## src/rtl/irq_receiver.sv

```systemverilog
// Core-side responder for the irq req/code/ack handshake: acknowledges a request,
// raises a trap with a computed vector and blocks new requests until the handler returns.
module irq_receiver #(
   parameter int          CNT_W   = 16,
   parameter logic [31:0] VEC_RST = 32'h0000_0100
) (
   input  logic        clk_i,
   input  logic        rst_i,
   input  logic        irq_req_i,
   input  logic [7:0]  irq_code_bi,
   output logic        irq_ack_o,
   input  logic        cfg_we_i,
   input  logic [1:0]  cfg_addr_i,
   input  logic [31:0] cfg_wdata_bi,
   output logic [31:0] cfg_rdata_bo,
   output logic        trap_req_o,
   output logic [31:0] trap_vec_bo,
   output logic [7:0]  trap_code_bo,
   input  logic        trap_taken_i,
   input  logic        irq_ret_i,
   output logic        busy_o
);

   // state   | meaning
   // IDLE    | waiting for an enabled request
   // ACK     | one-cycle ack; decide spurious vs trap
   // TRAP    | trap request held until the core takes it
   // SERVICE | handler running; waiting for return
   localparam logic [1:0] S_IDLE    = 2'd0;
   localparam logic [1:0] S_ACK     = 2'd1;
   localparam logic [1:0] S_TRAP    = 2'd2;
   localparam logic [1:0] S_SERVICE = 2'd3;

   localparam logic [1:0] A_CTRL = 2'd0;
   localparam logic [1:0] A_VEC  = 2'd1;
   localparam logic [1:0] A_SRV  = 2'd2;
   localparam logic [1:0] A_SPUR = 2'd3;

   localparam logic [CNT_W-1:0] CNT_ONE = 1;

   logic [1:0]       state;
   logic             enable;
   logic [31:0]      vec_base;
   logic [CNT_W-1:0] srv_cnt;
   logic [CNT_W-1:0] spur_cnt;
   logic [7:0]       code_q;

   always_ff @(posedge clk_i or posedge rst_i) begin
      if (rst_i) begin
         state        <= S_IDLE;
         enable       <= 1'b0;
         vec_base     <= VEC_RST;
         srv_cnt      <= '0;
         spur_cnt     <= '0;
         code_q       <= 8'h00;
         trap_vec_bo  <= 32'h0;
         trap_code_bo <= 8'h00;
      end else begin
         if (cfg_we_i) begin
            case (cfg_addr_i)
               A_CTRL:  enable   <= cfg_wdata_bi[0];
               A_VEC:   vec_base <= cfg_wdata_bi & 32'hFFFF_FFFC;
               default: ;
            endcase
         end

         case (state)
            S_IDLE: begin
               // enable is the registered value, so a same-cycle CTRL write has no effect yet
               if (enable && irq_req_i) begin
                  code_q <= irq_code_bi;
                  state  <= S_ACK;
               end
            end
            S_ACK: begin
               if (code_q == 8'h00) begin
                  spur_cnt <= spur_cnt + CNT_ONE;
                  state    <= S_IDLE;
               end else begin
                  trap_vec_bo  <= vec_base + {22'b0, code_q, 2'b00};
                  trap_code_bo <= code_q;
                  state        <= S_TRAP;
               end
            end
            S_TRAP: begin
               if (trap_taken_i) begin
                  srv_cnt <= srv_cnt + CNT_ONE;
                  state   <= S_SERVICE;
               end
            end
            default: begin
               if (irq_ret_i) begin
                  state <= S_IDLE;
               end
            end
         endcase
      end
   end

   // Decoded from the state register, so async reset cuts these pulses at once
   assign irq_ack_o  = (state == S_ACK);
   assign trap_req_o = (state == S_TRAP);
   assign busy_o     = (state != S_IDLE);

   always_comb begin
      cfg_rdata_bo = 32'h0;
      case (cfg_addr_i)
         A_CTRL:  cfg_rdata_bo = {31'b0, enable};
         A_VEC:   cfg_rdata_bo = vec_base;
         A_SRV:   cfg_rdata_bo = 32'(srv_cnt);
         A_SPUR:  cfg_rdata_bo = 32'(spur_cnt);
         default: cfg_rdata_bo = 32'h0;
      endcase
   end

endmodule

```

## config.mk

```make
export PLATFORM = sky130hd
export DESIGN_NAME = irq_receiver
export DESIGN_NICKNAME = d
export VERILOG_FILES = /design/src/rtl/irq_receiver.sv
export SDC_FILE = /design/constraint.sdc
export NUM_CORES = 1
export LEC_CHECK = 0
export CAP_MARGIN = 5
export CORE_MARGIN = 10
export CORE_UTILIZATION = 50
export CTS_CLUSTER_SIZE = 8
export DETAILED_ROUTE_END_ITERATION = 7
export PLACE_DENSITY = 0.79
export SYNTH_ARGS = -nofsm -noshare
export SYNTH_HDL_FRONTEND = slang
export SYNTH_SLANG_ARGS = --single-unit
```

## constraint.sdc

```tcl
create_clock -name clk_i -period 6.46 [get_ports clk_i]
set_clock_uncertainty 0.15 [all_clocks]
set_input_delay 1.938 -clock clk_i [delete_from_list [all_inputs] [get_ports clk_i]]
set_output_delay 1.938 -clock clk_i [all_outputs]
set_load 0.03 [all_outputs]
```

==> impl_metrics.ini, run 1 <==
[synthesis]
ys_seq_area_frac = 0.4902
async_flop_share = 1.000
synth_area_sq_um = 5669
synthXorXnorAreaFrac = 0.06798
synth-edff-count = 0
netlist_instances = 537
yosysWarnings = 0
synth_top_cells_by_area = dfrtp_1 49%, mux2_2 11%, nand2_1 4.4%
synth_simple_gate_area_frac = 0.1598
synthDistinctLibCells = 47
synth_compound_area_frac = 0.1037
synth_flop_cell = dfrtp_1
synth_seq_cells = 111
synth.area.mux_share = 0.1130
yosys.area.top_type = dfrtp_1
syn_area_per_cell_sq_um = 10.56
synthAdderAreaFrac = 0.03443
synth_top_cell_area_share = 0.4855
synth_top_family_by_area = simple AND/OR/NAND/NOR gates

[final_layout]
final_common_cell = dfrtp_1
drive_above_1_share = 0.1838
multi_input_area_sq_um = 2725
final_cell_mix = 110 x dfrtp_1, 89 x clkdlybuf4s50_1, 66 x nand2_1
antennaDiodeCount = 0
seq_area_sq_um = 2779
fin_nets = 711
area_growth_syn_to_layout_pct = 28.98
fill_cells = 851

[floorplanning]
die_x_microns = 126.5
core_area_sq_um = 10980
die_height_microns = 126.5
initial_utilization = 0.5162
num_io_pins = 123
num_rows = 38
dieArea_sq_um = 16000

[setup_path]
worst_path_max_delay_cell = clkdlybuf4s50_1
crit_fanout = 18
cp.required_ns = 4.37
path_delay_family = buffers and inverters
path_cells = clkdlybuf4s50_1 > nor2_1 > a22o_1 > clkdlybuf4s50_1
critPathBufInv = 2
cp-end-kind = output port
worstSetupPathType = input port to output port
max_stage_delay_ns = 0.78
cp-start-kind = input port
cp.arrival_ns = 3.89
rrSetupSlack_ns = 3.53
cp_common_cell = clkdlybuf4s50_1

[detailed_routing]
via_count = 4342
drc = 0
first_pass_iters = 4
wl_per_cell_microns = 18.31
ant_nets = 0
vias_per_cell = 5.475
wl_microns = 14520
drt_iter0_markers = 307

[clocking]
clock_path_buffers = 2
holdBufCountCts = 0
cts_tree = yes
numCtsBuffers = 9
path_clk_slew_ns = 0.07
htreeDepth = 3
cts_root_buf = clkbuf_16
cts-resized-gates = 0
insertion_delay_ns = 0.35
post_cts.repair.setup_buffers = 0
cts_sinks = 111

[global_routing]
grt_usage = 0.1807
grt_first_pass_wirelength_microns = 23660
grt_pass1_vias = 4469
gr-total-overflow = 0
grt_start_max_net_pins = 80
antenna_found_initial = 0

[run]
cap_violations = 0

[placed_design]
portBuffers = 119
hpwlAfterDp_microns = 10870
finalWeightedCongestion = 0.8096

[power_and_ir_drop]
peakVddDrop_mv = 0.2727
totalPowerFinal_w = 0.003052
p_per_area_nw_per_um2 = 417.4
p_leak_nw = 3.212

[timing]
min_period_ns = 5.979
drv_slew = 0
clock.fmax_mhz = 167.3
final.period_utilization = 0.9255
setup_violations = 0
maxSlewHeadroom = 0.1981
grt_setup_unrepaired = false
hold_viol = 0
worstMarginPinSlew_ns = 1.195
tns_ns = 0
hold_slack_ns = 0.3203

[min_path]
min_path_type = register to register

[status]
status = completed
-- flip-flops by register name, indices dropped and copies added (netlist names) --
name / cells
vec_base: 30
code_q: 8
trap_code_bo: 8
enable: 1
srv_cnt: 16
spur_cnt: 16
state: 2
trap_vec_bo: 30
-- metal layers --
metal / track usage / part of all wire / wire [microns] / vias to the layer above
met5: 0 / 0 / 0 / -
met4: 0.05827 / 0.016 / 227 / 0
met3: 0.04998 / 0.058 / 842 / 15
met2: 0.3053 / 0.50 / 7296 / 105
met1: 0.2181 / 0.42 / 6152 / 2120
li1: - / - / - / 2102
-- worst reg2reg max path, stage by stage (launching register included) --
cell	delay, ns
dfrtp_1	0.41
ha_1	0.21
inv_1	0.07
fa_1	0.40
nand2b_1	0.18
a21oi_1	0.27
o21ai_1	0.47
or3_1	0.51
a31oi_1	0.19
-- where the power goes --
| group | leakage, nW | switching, W | internal, W |
|---|---|---|---|
| clock | 0.158 | 0.000253 | 0.000361 |
| combinational | 1.68 | 0.000791 | 0.000560 |
| sequential | 1.38 | 0.000182 | 0.000907 |
-- cell type report --
type | count | area share
repair buffers | 125 | 0.1708
clock buffers | 11 | 0.03457
inverters | 13 | 0.007016
well taps | 140 | 0.02396
multi-input cells | 388 | 0.3727
flip-flops and latches | 111 | 0.3800
clock inverters | 5 | 0.01095
-- metrics by stage --
stage / area [sq um] / util / std cells / setup WS [ns]
CTS: 7312 / 0.6658 / 793 / 0.4661
floorplan: 5673 / - / 538 / 1.255
global placement: 6979 / 0.6355 / 777 / 0.5368
detailed placement: 6979 / 0.6355 / 777 / 0.4887
finish: 7312 / 0.6658 / 793 / 0.4810
global route: 7312 / 0.6658 / 793 / 0.3785
-- Yosys cell counts (8+ instances only) --
| library cell | number |
|---|---|
| dfrtp_1 | 110 |
| nand2_1 | 66 |
| mux2_2 | 56 |
| o21ai_0 | 35 |
| nor2_1 | 29 |
| xor2_1 | 27 |
| and2_1 | 18 |
| xnor2_1 | 17 |
| clkbuf_1 | 16 |
| a22o_1 | 15 |
| a31oi_1 | 14 |
| ha_1 | 14 |
| or3_1 | 14 |
| inv_1 | 13 |
| nand3_1 | 11 |
| nand4_1 | 10 |
| and3_1 | 8 |
-- cells by family after synthesis --
logic type | count (synthesis)
AOI/OAI and AO/OA | 89
xor gates and xnor gates | 44
adders and majority gates | 15
buffers and inverters | 39
DFF | 111
muxes | 57
other | 1
and+or+nand+nor | 181
-- worst paths after layout --
| path | startpoint | endpoint | cells after the start |
|---|---|---|---|
| max | cfg_addr_i[1] | cfg_rdata_bo[0] | 4 |
| min | srv_cnt[15]$_DFFE_PP0P_ | srv_cnt[15]$_DFFE_PP0P_ | 1 |
| max reg2reg | vec_base[2]$_DFFE_PP0P_ | trap_vec_bo[30]$_DFFE_PP0P_ | 8 |
| min reg2reg | srv_cnt[15]$_DFFE_PP0P_ | srv_cnt[15]$_DFFE_PP0P_ | 1 |
| max in group asynchronous | rst_i | trap_code_bo[3]$_DFFE_PP0P_ | 3 |
| min in group asynchronous | rst_i | srv_cnt[13]$_DFFE_PP0P_ | 2 |
Note: power is estimated with default switching activity, not from simulation.
==> run 2, diff against run 1 <==
Settings changed: CAP_MARGIN 5 to not set.
==> results of run 2 <==
The final DEF is identical to that of run 1; final timing and power are the same.
